--- src/rtl/disp_pkg.sv ---
// Shared types and helpers for the BCD scan display block.
package disp_pkg;

  localparam int unsigned BCD_W = 4;

  // All-ones anode pattern; slice to the digit count at the use site.
  localparam logic [31:0] AN_OFF = '1;

  typedef enum logic [1:0] {
    StIdle,
    StShift,
    StCommit
  } conv_state_e;

  // Double-dabble correction: a digit of 5 or more gets +3 before the shift.
  function automatic logic [BCD_W-1:0] add3(input logic [BCD_W-1:0] d);
    return (d >= 4'd5) ? d + 4'd3 : d;
  endfunction

endpackage

--- src/rtl/bin2bcd_seq.sv ---
// Sequential shift-add-3 binary to BCD converter, one input bit per cycle.
module bin2bcd_seq import disp_pkg::*; #(
  parameter int unsigned BIN_W  = 9,
  parameter int unsigned DIGITS = 4
) (
  input  logic                      clk,
  input  logic                      rst_n,
  input  logic                      load_i,
  input  logic [BIN_W-1:0]          bin_in_i,
  output logic                      busy_o,
  output logic                      done_o,
  output logic [DIGITS*BCD_W-1:0]   bcd_vec_o,
  output logic                      ovf_o
);

  localparam int unsigned DW = DIGITS * BCD_W;
  localparam int unsigned CW = $clog2(BIN_W + 1);

  conv_state_e       state_q, state_d;
  logic [BIN_W-1:0]  shift_q, shift_d;
  logic [DW-1:0]     work_q, work_d;
  logic [CW-1:0]     cnt_q, cnt_d;
  logic              sticky_q, sticky_d;
  logic              ovf_q, ovf_d;
  logic [DW-1:0]     adj;
  logic              carry;

  // Per-digit +3 correction of the work register.
  always_comb begin
    adj = '0;
    for (int i = 0; i < int'(DIGITS); i++) begin
      adj[i*BCD_W +: BCD_W] = add3(work_q[i*BCD_W +: BCD_W]);
    end
  end

  // Next-state and datapath for IDLE/SHIFT/COMMIT.
  always_comb begin
    state_d  = state_q;
    shift_d  = shift_q;
    work_d   = work_q;
    cnt_d    = cnt_q;
    sticky_d = sticky_q;
    ovf_d    = ovf_q;
    carry    = 1'b0;
    busy_o   = 1'b0;
    done_o   = 1'b0;
    unique case (state_q)
      StIdle: begin
        if (load_i) begin
          shift_d  = bin_in_i;
          work_d   = '0;
          sticky_d = 1'b0;
          cnt_d    = CW'(BIN_W);
          state_d  = StShift;
        end
      end
      StShift: begin
        busy_o = 1'b1;
        // A bit leaving the top digit means the value needs more digits.
        {carry, work_d, shift_d} = {adj, shift_q, 1'b0};
        if (carry) sticky_d = 1'b1;
        cnt_d = cnt_q - 1'b1;
        if (cnt_q == CW'(1)) state_d = StCommit;
      end
      StCommit: begin
        busy_o  = 1'b1;
        done_o  = 1'b1;
        ovf_d   = sticky_q;
        state_d = StIdle;
      end
      default: state_d = StIdle;
    endcase
  end

  // Converter state registers.
  always_ff @(posedge clk or negedge rst_n) begin
    if (!rst_n) begin
      state_q  <= StIdle;
      shift_q  <= '0;
      work_q   <= '0;
      cnt_q    <= '0;
      sticky_q <= 1'b0;
      ovf_q    <= 1'b0;
    end else begin
      state_q  <= state_d;
      shift_q  <= shift_d;
      work_q   <= work_d;
      cnt_q    <= cnt_d;
      sticky_q <= sticky_d;
      ovf_q    <= ovf_d;
    end
  end

  assign bcd_vec_o = work_q;
  assign ovf_o     = ovf_q;

endmodule

--- src/rtl/bcd_scan_display.sv ---
// Binary to multiplexed BCD display driver with leading-zero blanking.
module bcd_scan_display import disp_pkg::*; #(
  parameter int unsigned BIN_W       = 9,
  parameter int unsigned DIGITS      = 4,
  parameter int unsigned REFRESH_DIV = 50000,
  parameter int unsigned BLANK_LZ    = 1
) (
  input  logic              clk,
  input  logic              rst_n,
  input  logic [BIN_W-1:0]  bin_in_i,
  input  logic              load_i,
  output logic              busy_o,
  output logic [BCD_W-1:0]  bcd_o,
  output logic [DIGITS-1:0] an_o,
  output logic              ovf_o
);

  localparam int unsigned DW = DIGITS * BCD_W;
  localparam int unsigned PW = (REFRESH_DIV > 1) ? $clog2(REFRESH_DIV) : 1;
  localparam int unsigned IW = $clog2(DIGITS);

  logic              conv_done;
  logic [DW-1:0]     conv_vec;
  logic [DW-1:0]     disp_q;
  logic [PW-1:0]     presc_q, presc_d;
  logic [IW-1:0]     idx_q, idx_d;
  logic [BCD_W-1:0]  bcd_q, bcd_d;
  logic [DIGITS-1:0] an_q, an_d;
  logic [BCD_W-1:0]  digit;
  logic              upper_zero;
  logic              blank;

  bin2bcd_seq #(
    .BIN_W  (BIN_W),
    .DIGITS (DIGITS)
  ) u_conv (
    .clk       (clk),
    .rst_n     (rst_n),
    .load_i    (load_i),
    .bin_in_i  (bin_in_i),
    .busy_o    (busy_o),
    .done_o    (conv_done),
    .bcd_vec_o (conv_vec),
    .ovf_o     (ovf_o)
  );

  // Display register only takes the finished result, never partial work.
  always_ff @(posedge clk or negedge rst_n) begin
    if (!rst_n) disp_q <= '0;
    else if (conv_done) disp_q <= conv_vec;
  end

  // Prescaler and digit index stepping.
  always_comb begin
    presc_d = presc_q + 1'b1;
    idx_d   = idx_q;
    if (presc_q == PW'(REFRESH_DIV - 1)) begin
      presc_d = '0;
      idx_d   = (idx_q == IW'(DIGITS - 1)) ? '0 : idx_q + 1'b1;
    end
  end

  // Digit select and blanking: a slot is blank if it and all above are zero.
  always_comb begin
    digit      = '0;
    upper_zero = 1'b1;
    for (int j = 0; j < int'(DIGITS); j++) begin
      if (idx_q == IW'(j)) digit = disp_q[j*BCD_W +: BCD_W];
      if (IW'(j) >= idx_q && disp_q[j*BCD_W +: BCD_W] != '0) upper_zero = 1'b0;
    end
    blank = (BLANK_LZ != 0) && upper_zero && (idx_q != '0);
    bcd_d = blank ? '0 : digit;
    an_d  = blank ? AN_OFF[DIGITS-1:0] : ~(DIGITS'(1) << idx_q);
  end

  // Scanner state and registered outputs.
  always_ff @(posedge clk or negedge rst_n) begin
    if (!rst_n) begin
      presc_q <= '0;
      idx_q   <= '0;
      bcd_q   <= '0;
      an_q    <= {{(DIGITS-1){1'b1}}, 1'b0};
    end else begin
      presc_q <= presc_d;
      idx_q   <= idx_d;
      bcd_q   <= bcd_d;
      an_q    <= an_d;
    end
  end

  assign bcd_o = bcd_q;
  assign an_o  = an_q;

endmodule

--- config.mk ---
export PLATFORM = sky130hd
export DESIGN_NAME = bcd_scan_display
export DESIGN_NICKNAME = d
export VERILOG_FILES = /design/src/rtl/disp_pkg.sv /design/src/rtl/bin2bcd_seq.sv /design/src/rtl/bcd_scan_display.sv
export SDC_FILE = /design/constraint.sdc
export NUM_CORES = 1
export LEC_CHECK = 0
export ABC_AREA = 0
export CAP_MARGIN = 20
export CORE_AREA = 2 2 81 91
export DETAILED_ROUTE_END_ITERATION = 16
export DIE_AREA = 0 0 83 93
export PLACE_DENSITY = 0.75
export SLEW_MARGIN = 20
export SYNTH_ARGS = -nofsm -noshare
export SYNTH_HDL_FRONTEND = slang
export SYNTH_SLANG_ARGS = --single-unit
--- constraint.sdc ---
create_clock -name clk -period 2.64 [get_ports clk]
set_clock_uncertainty 0.1 [all_clocks]
set_input_delay 0.396 -clock clk [delete_from_list [all_inputs] [get_ports clk]]
set_output_delay 0.396 -clock clk [all_outputs]
set_load 0.02 [all_outputs]
; Word-level counts from Yosys, hierarchy flattened
; Index checks and enable logic that the tools add are counted.
[totals]
reg_bits = 75
[op_classes]
n_eq_ne = 10
magnitude_cmp = 8
addsub = 7
shifts = 1
n_mux = 30
bitwise_logic = 1
n_reduce_logical = 17
[op_table]
columns = cell, n
row1 = 4-bit two-way mux, 11
row2 = 16-bit two-way mux, 2
row3 = 16-bit one-hot mux with 2 select lines, 1
row4 = 9-bit one-hot mux with 2 select lines, 1
row5 = 16-bit by 1-bit adder with 16-bit output (second input constant), 1
row6 = 4-bit by 2-bit adder with 4-bit output (second input constant), 4
row7 = 16-bit == test (second input constant), 1
row8 = 4-bit by 3-bit greater-or-equal comparator with 1-bit output (second input constant), 4
row9 = 4-bit nonzero test, 4
row10 = 9-bit two-way mux, 1
row11 = 1-bit two-way mux, 8
row12 = 4-bit one-hot mux with 2 select lines, 1
row13 = 2-bit == test (second input constant), 3
row14 = 2-bit two-way mux, 3
row15 = 1-bit logical AND, 5
row16 = 2-bit by 1-bit == test with 1-bit output (second input constant), 2
row17 = 4-bit by 1-bit == test with 1-bit output (second input constant), 1
row18 = 1-bit by 2-bit greater-or-equal comparator with 1-bit output (first input constant), 2
row19 = 2-bit greater-or-equal comparator (first input constant), 2
row20 = 2-bit zero test, 2
row21 = 2-bit by 1-bit inequality test with 1-bit output (second input constant), 2
row22 = 4-bit inverter, 1
row23 = 2-bit one-hot mux with 2 select lines, 1
row24 = 2-bit AND reduction, 2
row25 = other kinds (8), 9

; Depth between registers and ports, before layout
; Gate-level depths: netlist (run 1).
[logic_depth]
depth_word = 8
depth_mapped = 8

; Modules after synthesis
; From an unflattened synthesis (run 1), not the netlist that was laid out.
[hier_totals]
cells_unflattened = 333
hier_area_um2 = 3686.0
[modules_own_cells]
columns = mod, cells_each, instances, area_each_um2, seq_area_each_um2
row1 = bcd_scan_display, 170, 1, 1906.8, 1054.8
row2 = bin2bcd_seq, 163, 1, 1779.2, 825.8

; Least setup slack after synthesis (run 1)
; Ideal clock, no wire load.
[synth_path]
path_kind = reg-to-reg
from = reg u_conv.state_q[1]
to = reg u_conv.work_q[12], in the netlist u_conv.bcd_vec_o[12]
required_ns = 2.407
synth_period_minus_slack_ns = 1.755
setup_time_ns = 0.133
slack_ns = 0.885
arrival_ns = 1.522
n_path_buf = 2
stages_incl_launch_ff = 8
path_cell_list = dfrtp_1 > inv_1 > ha_1 > clkbuf_1 > inv_1 > o21ai_0 > buf_2 > o32ai_1
[synth_between]
elab_chain_len = 3
elab_cells_between_ends = 6
classes_between = eq/ne: 2 / mux: 1 / reduce/logical: 3
[synth_rtl]
columns = item, line_no
row1 = start: declaration, bin2bcd_seq.sv:19  ; conv_state_e state_q, state_d;
row2 = start signal: assignment, bin2bcd_seq.sv:78  ; state_q <= StIdle;
row3 = start signal: assignment, bin2bcd_seq.sv:85  ; state_q <= state_d;
row4 = 2-bit by 1-bit == test with 1-bit output or 2-bit zero test (tied branches), bin2bcd_seq.sv:47  ; unique case (state_q)
row5 = 2-bit nonzero test (no line) or 2-bit inequality test (tied branches), n/a
row6 = 2-bit AND reduction (no line), n/a
row7 = end signal: assignment, bin2bcd_seq.sv:87  ; work_q <= work_d;
row8 = end: declaration, bin2bcd_seq.sv:21  ; logic [DW-1:0] work_q, work_d;
; Parallel ways exist; a longest one is shown, timed or not.
; A chain may end at the register's enable or synchronous reset.

; Worst setup path in the final report (run 1)
[layout_path]
from = reg u_conv.state_q[0]
to = out busy_o
[layout_between]
elab_chain_len = 3
elab_cells_between_ends = 4
classes_between = eq/ne: 2 / mux: 1 / reduce/logical: 1
[layout_rtl]
columns = item, line_no
row1 = 2-bit == test or 2-bit by 1-bit == test with 1-bit output (tied branches), bin2bcd_seq.sv:47
row2 = 2-bit OR reduction (no line) *, n/a
row3 = 1-bit two-way mux *, bin2bcd_seq.sv:47
row4 = end: declaration, bcd_scan_display.sv:12  ; output logic busy_o,
; Mark *: on every way between the ends. The rest lies on a longest branch, timed or not.

==> results of run 1 <==
[routing by layer]
layer	global-route usage	vias up	wire length [microns]
met5	0	-	0
met4	0.08607	0	116
met3	0.04325	11	206
met2	0.3226	40	3299
met1	0.2294	1269	2951
li1	-	1258	-
[sequential cells by signal, indices dropped and copies added, names as in the netlist]
register,count
u_conv.cnt_q,4
presc_q,16
u_conv.sticky_q,1
an_o,4
idx_q,2
u_conv.shift_q,9
bcd_o,4
disp_q,16
u_conv.state_q,2
u_conv.bcd_vec_o,16
u_conv.ovf_o,1
[worst max-delay path, stage by stage, from the launching register on]
cell and delay [ns]:
sky130_fd_sc_hd__dfrtp_1 0.35, sky130_fd_sc_hd__inv_1 0.07, sky130_fd_sc_hd__ha_1 0.27, sky130_fd_sc_hd__clkdlybuf4s50_1 0.59
[cells in the final DEF, fill, tap and decap left out, types with 4 or more instances in the layout]
cell / count
sky130_fd_sc_hd__dfrtp_1: 72
sky130_fd_sc_hd__o21ai_0: 32
sky130_fd_sc_hd__nand2_1: 29
sky130_fd_sc_hd__inv_1: 23
sky130_fd_sc_hd__a21oi_1: 20
sky130_fd_sc_hd__clkdlybuf4s50_1: 20
sky130_fd_sc_hd__nor2_1: 19
sky130_fd_sc_hd__ha_1: 19
sky130_fd_sc_hd__mux2_2: 17
sky130_fd_sc_hd__xnor2_1: 10
sky130_fd_sc_hd__xor2_1: 10
sky130_fd_sc_hd__nand2b_1: 9
sky130_fd_sc_hd__clkbuf_8: 9
sky130_fd_sc_hd__mux2i_1: 8
sky130_fd_sc_hd__nand3_1: 7
sky130_fd_sc_hd__o22ai_1: 7
sky130_fd_sc_hd__nor3_1: 6
sky130_fd_sc_hd__buf_4: 6
sky130_fd_sc_hd__o31ai_1: 5
sky130_fd_sc_hd__nor4_1: 4
sky130_fd_sc_hd__a22oi_1: 4
sky130_fd_sc_hd__a32o_1: 4
[logic make-up (layout without fill, tap and decap cells)]
group | after synthesis | after routing | share of synthesized area
compound gates | 82 | 82 | 0.1328
xor+xnor | 20 | 20 | 0.04780
fa+ha+maj | 19 | 19 | 0.06487
buf+inv | 35 | 65 | 0.03892
flops | 75 | 75 | 0.5131
mux | 25 | 25 | 0.07409
simple gates | 89 | 89 | 0.1284
[layout make-up]
class	count	area [sq um]	share of cell area
clock inverter	5	77.57	0.01861
inverter	23	86.33	0.02071
tap	85	106.4	0.02551
clock buffer	11	131.4	0.03151
sequential	75	1881	0.4511
timing repair buffer	26	245.2	0.05882
multi-input combinational	235	1642	0.3938
[how the worst min path moves through the flow]
stage | start | end | cells past startpoint
after global routing | rst_n | u_conv.bcd_vec_o[14] | 1
after detailed placement | u_conv.shift_q[5] | u_conv.shift_q[5] | 2
final | rst_n | u_conv.bcd_vec_o[13] | 1
after floorplan | rst_n | an_o[0] | 0
after CTS | rst_n | disp_q[8] | 1
after global placement | u_conv.shift_q[5] | u_conv.shift_q[5] | 2
[metrics by stage]
| step | cell area, sq um | hold WS [ns] | cells |
|---|---|---|---|
| 2_1_floorplan | 3665 | 0.0004089 | 345 |
| 3_3_place_gp | 3960 | 0.3625 | 444 |
| 3_5_place_dp | 3960 | 0.3703 | 444 |
| 4_1_cts | 4169 | 0.1167 | 460 |
| 5_1_grt | 4169 | 0.1510 | 460 |
| 6_report | 4169 | 0.07830 | 460 |
[where the power goes]
group          internal, mW  leakage (nW)  total, mW  switching [mW]
sequential             1.34         0.990       1.46           0.120
combinational         0.449         0.755       1.06           0.615
clock                 0.529         0.103      0.938           0.408
==> results.yml, run 1 <==
sta:
  setup_ws_ns: 0.5006
  fin_setup_tns_ns: 0
  number_of_max_slew_violations_in_the_final_report: 0
  setup_violations: 0
  setup_repair_after_global_routing_missed_its_margin: "false"
  min_period_ns: 2.139
  achievable-frequency_mhz: 467.4
  slew-limit-headroom: 0.3918
  final_hold_viol_count: 0
  worst_pin_slew_ns: 0.9123
  post-route-period-util: 0.8104
setup_path:
  startpoint_type: "flop"
  crit_path_capture: "busy_o"
  regToRegEndpoint: "u_conv.bcd_vec_o[15]"
  timing.critical_path.arrival_ns: 1.64
  cp_data_required_time_ns: 2.14
  setup.worst_path.class: "reg -> out"
  setup.reg_to_reg.worst_slack_ns: 0.51
  timing.critical_path.fanout_max: 3
  r2r_start: "u_conv.state_q[0]"
  setup.worst_path.start: "u_conv.state_q[0]"
  endpoint_kind: "output pin"
  reg2regPathDepth: 6
final_layout:
  num-nets-final: 401
  drive_gt1_frac: 0.1173
  antennaDiodeCount: 0
  area_growth_pct: 13.76
  nFillCells: 560
  finish.utilization: 0.6089
clocking:
  cts_resized: 0
  htree_levels: 3
  tritoncts: "yes"
  cts_hold_buffers: 0
  cts.path.max_buffers: 2
  number_of_buffers_inserted_during_clock_tree_synthesis: 9
  clk-insertion-delay-late_ns: 0.35
  worst_setup_hold_path_clk_slew_ns: 0.08
  cts.repair_timing.setup_buffer_count: 0
  clock_sinks: 75
  clk_root_buffer_cell: "sky130_fd_sc_hd__clkbuf_8"
yosys:
  synth_common_cells: "sky130_fd_sc_hd__dfrtp_1, sky130_fd_sc_hd__o21ai_0, sky130_fd_sc_hd__nand2_1, sky130_fd_sc_hd__inv_1, sky130_fd_sc_hd__a21oi_1"
  synthDominantAreaCellType: "sky130_fd_sc_hd__dfrtp_1"
  ys.flop_type: "sky130_fd_sc_hd__dfrtp_1"
  ys_async_rst_share: 1.000
  synth.top_cells.by_area: "sky130_fd_sc_hd__dfrtp_1, sky130_fd_sc_hd__ha_1, sky130_fd_sc_hd__mux2_2, sky130_fd_sc_hd__o21ai_0, sky130_fd_sc_hd__nand2_1"
  synthesized_flop_and_latch_total: 75
  synth_enable_flop_cells: 0
  ys.warnings.count: 0
  synthesis.nets: 376
  synth.yosys.seq_area_share: 0.5131
  yosysUniqueCellTypes: 41
  most_used_standard_cell_by_instance_count_after_synthesis: "sky130_fd_sc_hd__dfrtp_1"
  syn_area_per_cell_sq_um: 10.62
  netlist_instances: 345
  syn-cell-area_sq_mm: 0.003665
  post-synth-top-area-fraction: 0.4916
global_route:
  grt_max_degree: 76
  first_global_vias: 2609
  antenna_violations_before_repair: 0
  grt.overflow.total: 0
  global_route_wire_length_before_repair_mm: 11.68
  grt.total_usage: 0.1890
power_and_ir_drop:
  total_power_mw: 3.459
  power_leakage_nw: 1.848
  irDropWorstVdd_v: 0.0007080
  pwr_per_cell_area_mw_per_mm2: 829.7
floorplanning:
  die-height_microns: 93
  initial_standard_cell_utilization_of_the_core: 0.5353
  die-width_microns: 83
  core-area_sq_mm: 0.006847
  floorplan.rows: 32
  dieArea_sq_mm: 0.007719
  design.portCount: 22
place:
  placement.io_buffers: 21
  detailedPlace.worstSlack_ns: 0.3640
  detailedPlacementHpwl_mm: 4.455
  rd_place_congestion: 0.8848
routing:
  route.vias.total: 2578
  dr.pass1.iters: 4
  drt_drc_violations_left: 0
  routed_wire_length_mm: 6.574
  drt_iter0_drc: 126
  detail_route.wl_per_cell_microns: 14.29
  remaining_number_of_nets_flagged_by_the_antenna_check_after_routing: 0
  vias_per_cell: 5.604
worst_hold_path:
  hold_removal_path_class: "in -> async"
run_status:
  run_status: "finished clean"
flow_run:
  max-cap-violations: 0
(Power assumes the default switching activity.)
==> run 2: changes to the inputs <==
--- a/config.mk
+++ b/config.mk
@@ -7,9 +7,9 @@
 export LEC_CHECK = 0
 export ABC_AREA = 0
 export CAP_MARGIN = 20
-export CORE_AREA = 2 2 81 91
+export CORE_AREA = 2 2 83 93
 export DETAILED_ROUTE_END_ITERATION = 16
-export DIE_AREA = 0 0 83 93
+export DIE_AREA = 0 0 85 95
 export PLACE_DENSITY = 0.75
 export SLEW_MARGIN = 20
 export SYNTH_ARGS = -nofsm -noshare
==> constraint.sdc (replaced) <==
create_clock -name clk -period 1.94 [get_ports clk]
set_clock_uncertainty 0.1 [all_clocks]
set_input_delay 0.291 -clock clk [delete_from_list [all_inputs] [get_ports clk]]
set_output_delay 0.291 -clock clk [all_outputs]
set_load 0.02 [all_outputs]
==> run 2 against run 1 <==
Compared with the run above: clock-buffer cell count fell by 1; non-clock buffer count rose by 14; cell area rose by 3.2%; wire length rose by 8.9%; combinational power rose by 45%; hold slack improved by 0.27 ns; worst setup slack got worse by 0.41 ns; final cell count rose by 3.5%; critical path depth fell by 2; register-to-register slack got worse by 0.40 ns; via count rose by 2.3%; clock power rose by 28%; largest power group unchanged.
==> results.yml, run 2 (synthesis gave the netlist of run 1 again) <==
final_layout:
  area_growth_pct: 17.45
  final_cell_mix: "sky130_fd_sc_hd__dfrtp_1, sky130_fd_sc_hd__o21ai_0, sky130_fd_sc_hd__nand2_1"
  num-nets-final: 415
  antennaDiodeCount: 0
  drive_gt1_frac: 0.1568
  finish.instance_area_sq_mm: 0.004304
  layout.cells.most_common: "sky130_fd_sc_hd__dfrtp_1"
  finish.utilization: 0.5957
  nFillCells: 591
  finalNonFillerCells: 476
floorplanning:
  design.portCount: 22
  die-width_microns: 85
  core-area_sq_mm: 0.007226
  floorplan.rows: 33
  initial_standard_cell_utilization_of_the_core: 0.5072
  dieArea_sq_mm: 0.008075
  die-height_microns: 95
setup_path:
  buffers_plus_inverters_on_the_worst_setup_path: 1
  cp_slowest_cell: "sky130_fd_sc_hd__clkdlybuf4s50_1"
  cp_data_required_time_ns: 1.55
  cp_num_cells: 1
  setup.worst_path.class: "reg -> out"
  critical_path.max_stage_delay_ns: 0.59
  timing.critical_path.fanout_max: 1
  timing.critical_path.arrival_ns: 1.45
  r2r_start: "presc_q[5]"
  setup.reg_to_reg.worst_slack_ns: 0.11
  critPathTopFamily: "buffers and inverters"
  startpoint_type: "flop"
  setup.worst_path.start: "an_o[2]"
  reg2regPathDepth: 4
  endpoint_kind: "output pin"
  list_of_cells_traversed_by_the_critical_path: "clkdlybuf4s50_1"
sta:
  achievable-frequency_mhz: 541.9
  number_of_max_slew_violations_in_the_final_report: 0
  worst_pin_slew_ns: 0.4823
  post-route-period-util: 0.9512
  setup_repair_after_global_routing_missed_its_margin: "false"
  slew-limit-headroom: 0.6785
  setup_violations: 0
  min_period_ns: 1.845
  final_hold_viol_count: 0
  fin_setup_tns_ns: 0
routing:
  drt_iter0_drc: 92
  drt_drc_violations_left: 0
  vias_per_cell: 5.542
  dr.pass1.iters: 4
  remaining_number_of_nets_flagged_by_the_antenna_check_after_routing: 0
  route.vias.total: 2638
  routed_wire_length_mm: 7.156
  detail_route.wl_per_cell_microns: 15.03
power_and_ir_drop:
  total_power_mw: 4.741
  pwr_per_cell_area_mw_per_mm2: 1102
  power_leakage_nw: 1.921
  irDropWorstVdd_v: 0.001185
clocking:
  clk_root_buffer_cell: "sky130_fd_sc_hd__clkbuf_8"
  worst_setup_hold_path_clk_slew_ns: 0.08
  number_of_buffers_inserted_during_clock_tree_synthesis: 9
  cts.repair_timing.setup_buffer_count: 0
  clk-insertion-delay-late_ns: 0.35
  htree_levels: 3
  cts.path.max_buffers: 2
  clock_sinks: 75
  tritoncts: "yes"
place:
  detailedPlacementHpwl_mm: 4.956
  rd_place_congestion: 0.8875
  post-place-cells: 459
  placement.io_buffers: 21
  placed_area_sq_mm: 0.004085
global_route:
  grt_max_degree: 37
  global_route_wire_length_before_repair_mm: 12.29
  grt.overflow.total: 0
  grt.total_usage: 0.1945
  antenna_violations_before_repair: 0
  first_global_vias: 2705
run_status:
  run_status: "finished clean"
worst_hold_path:
  hold_removal_path_class: "in -> async"
flow_run:
  max-cap-violations: 0
-- run 2: power breakdown --
part	switching, mW	leakage (nW)	internal [mW]
Sequential	0.176	0.990	1.82
Combinational	0.855	0.829	0.689
Clock	0.574	0.102	0.628
-- run 2: final timing paths --
path                                        end
min in group clk              u_conv.shift_q[5]
max                                     an_o[2]
max in group asynchronous               an_o[1]
max reg2reg                          presc_q[1]
min reg2reg                   u_conv.shift_q[5]
min                        u_conv.bcd_vec_o[12]
-- run 2: layout make-up --
| type | instances | area, sq um | area share |
|---|---|---|---|
| multi-input combinational | 235 | 1649 | 0.3831 |
| sequential | 75 | 1881 | 0.4369 |
| timing repair buffer | 40 | 376.6 | 0.08750 |
| inverter | 23 | 86.33 | 0.02006 |
| clock inverter | 6 | 65.06 | 0.01512 |
| clock buffer | 10 | 137.6 | 0.03198 |
| tap | 87 | 108.9 | 0.02529 |
-- run 2: timing repair --
action,CTS,global route
endpoints found under the setup margin,1,5
hold buffers,1,0
gates resized for setup,1,2
endpoints found under the hold margin,34,0
-- run 2: per-layer routing --
layer	vias up	routed length, microns	GRT usage
li1	1280	-	-
met1	1303	3040	0.2224
met4	0	113	0.1019
met3	9	271	0.04021
met2	46	3730	0.3424
met5	-	0	0
-- run 2: stage by stage --
step / setup WS (ns) / hold slack (ns)
2_1_floorplan: 0.1854 / -0.1046
3_3_place_gp: 0.1521 / 0.1849
3_5_place_dp: 0.08186 / 0.1892
4_1_cts: 0.06566 / 0.3458
5_1_grt: 0.01054 / 0.3828
6_report: 0.09459 / 0.3452
==> run 3: changes to the inputs <==
--- a/config.mk
+++ b/config.mk
@@ -11,7 +11,9 @@
 export DETAILED_ROUTE_END_ITERATION = 16
 export DIE_AREA = 0 0 85 95
 export PLACE_DENSITY = 0.75
-export SLEW_MARGIN = 20
+export SETUP_SLACK_MARGIN = 0.5
+export SKIP_LAST_GASP = 1
+export SLEW_MARGIN = 15
 export SYNTH_ARGS = -nofsm -noshare
 export SYNTH_HDL_FRONTEND = slang
 export SYNTH_SLANG_ARGS = --single-unit
==> run 3 against run 2 <==
Compared with the run above: sequential power is 4% higher; non-clock buffer count is 53 higher; power is 46% higher; final cell count is 12% higher; hold slack better by 0.045 ns; die area stayed put; wire length is 38% higher; cell area is 30% higher; clock power is 16% higher; global-route usage is 2.0 points higher; core utilization is 18 points higher.
==> results.yml, run 3 (synthesis gave the netlist of run 1 again) <==
power_and_ir_drop:
  power_leakage_nw: 2.448
  irDropWorstVdd_v: 0.001376
  pwr_per_cell_area_mw_per_mm2: 1241
setup_path:
  timing.critical_path.fanout_max: 5
  startpoint_type: "flop"
  r2r_start: "presc_q[11]"
  timing.critical_path.arrival_ns: 2.00
  critical_path.max_stage_delay_ns: 0.55
  setup.reg_to_reg.worst_slack_ns: 0.09
  list_of_cells_traversed_by_the_critical_path: "or4b_4, nor4_4, o21ai_1, a22o_1"
  endpoint_kind: "flop"
  reg2regPathDepth: 4
  cp_data_required_time_ns: 2.09
  cp_slowest_cell: "sky130_fd_sc_hd__or4b_4"
  setup.worst_path.class: "reg -> reg"
  regToRegEndpoint: "presc_q[9]"
global_route:
  antenna_violations_before_repair: 0
  grt.total_usage: 0.2145
  grt.overflow.total: 0
  grt_max_degree: 76
  first_global_vias: 2868
  global_route_wire_length_before_repair_mm: 13.61
flow_run:
  max-cap-violations: 0
sta:
  worst_pin_slew_ns: 0.5785
  fin_setup_tns_ns: 0
  min_period_ns: 1.855
  number_of_max_slew_violations_in_the_final_report: 0
  setup_repair_after_global_routing_missed_its_margin: "true"
  final_hold_viol_count: 0
  setup_ws_ns: 0.08524
  slew-limit-headroom: 0.6114
  post-route-period-util: 0.9561
  achievable-frequency_mhz: 539.2
  setup_violations: 0
clocking:
  number_of_buffers_inserted_during_clock_tree_synthesis: 9
  clk_root_buffer_cell: "sky130_fd_sc_hd__clkbuf_8"
  tritoncts: "yes"
  clock_sinks: 75
  htree_levels: 3
  cts.path.max_buffers: 2
  worst_setup_hold_path_clk_slew_ns: 0.08
  clk-insertion-delay-late_ns: 0.36
routing:
  drt_drc_violations_left: 0
  routed_wire_length_mm: 9.866
  vias_per_cell: 5.667
  remaining_number_of_nets_flagged_by_the_antenna_check_after_routing: 0
  drt_iter0_drc: 183
  detail_route.wl_per_cell_microns: 18.58
  dr.pass1.iters: 4
  route.vias.total: 3009
floorplanning:
  dieArea_sq_mm: 0.008075
  initial_standard_cell_utilization_of_the_core: 0.5072
  die-height_microns: 95
  floorplan.rows: 33
  design.portCount: 22
  die-width_microns: 85
  core-area_sq_mm: 0.007226
final_layout:
  finish.utilization: 0.7725
  final_cell_mix: "sky130_fd_sc_hd__dfrtp_1, sky130_fd_sc_hd__buf_4, sky130_fd_sc_hd__buf_6"
  layout.cells.most_common: "sky130_fd_sc_hd__dfrtp_1"
  area_growth_pct: 52.30
  antennaDiodeCount: 0
  num-nets-final: 470
  drive_gt1_frac: 0.5180
place:
  rd_place_congestion: 0.8485
  detailedPlace.worstSlack_ns: 0.1296
  placement.io_buffers: 21
  detailedPlacementHpwl_mm: 4.666
worst_hold_path:
  hold_removal_path_class: "in -> async"
run_status:
  run_status: "finished clean"
==> run 3: where the power goes <==
part	switching [mW]	leakage, nW	internal, mW
clock network	0.600	0.113	0.793
logic	1.72	1.35	1.74
registers	0.252	0.983	1.82
==> run 3: critical path, delay by kind of cell, from the launching register on <==
| family | cells | cell delay [ns] |
|---|---|---|
| simple gates | 2 | 0.94 |
| flops | 1 | 0.41 |
| compound gates | 2 | 0.30 |
==> run 3: area by class of cell <==
class / instances / area, sq um
clock inverters: 4 / 72.57
flip-flops and latches: 75 / 1887
clock buffers: 12 / 155.1
inverters: 23 / 93.84
fillers: 426 / 1644
repair buffers: 93 / 899.6
well taps: 87 / 108.9
multi-input cells: 237 / 2365
==> run 3: layer usage <==
layer	share of wire	global-route usage	up-vias
met5	0	0	-
met4	0.025	0.07011	0
met3	0.036	0.04458	24
met2	0.53	0.3633	63
met1	0.41	0.2756	1524
li1	-	-	1398
==> run 3: repair_timing <==
| item | in CTS | in global routing |
|---|---|---|
| hold buffers | 1 | 0 |
| hold endpoints to repair | 72 | 0 |
| pin swaps | 19 | 32 |
| gates cloned | 4 | 2 |
| endpoints found under the setup margin | 74 | 75 |
| gates resized for setup | 62 | 124 |
| setup buffers | 37 | 18 |
==> run 3: how the worst max path moves through the flow <==
stage | from | to | slack, ns
after floorplan | presc_q[10] | presc_q[9] | 0.26
after global placement | load_i | u_conv.bcd_vec_o[11] | 0.19
after detailed placement | load_i | u_conv.bcd_vec_o[15] | 0.13
after CTS | presc_q[5] | presc_q[9] | 0.17
after global routing | presc_q[11] | idx_q[1] | 0.02
final | presc_q[11] | presc_q[9] | 0.09
==> run 3: per-stage QoR <==
stage / area, sq um / hold WS, ns / total power [mW] / instances
2_1_floorplan: 3916 / -0.1046 / 3.317 / 345
3_3_place_gp: 4235 / 0.2536 / 3.681 / 453
3_5_place_dp: 4235 / 0.2535 / 3.724 / 453
4_1_cts: 4967 / 0.3865 / 5.812 / 511
5_1_grt: 5582 / 0.4238 / 7.188 / 531
6_report: 5582 / 0.3907 / 6.925 / 531
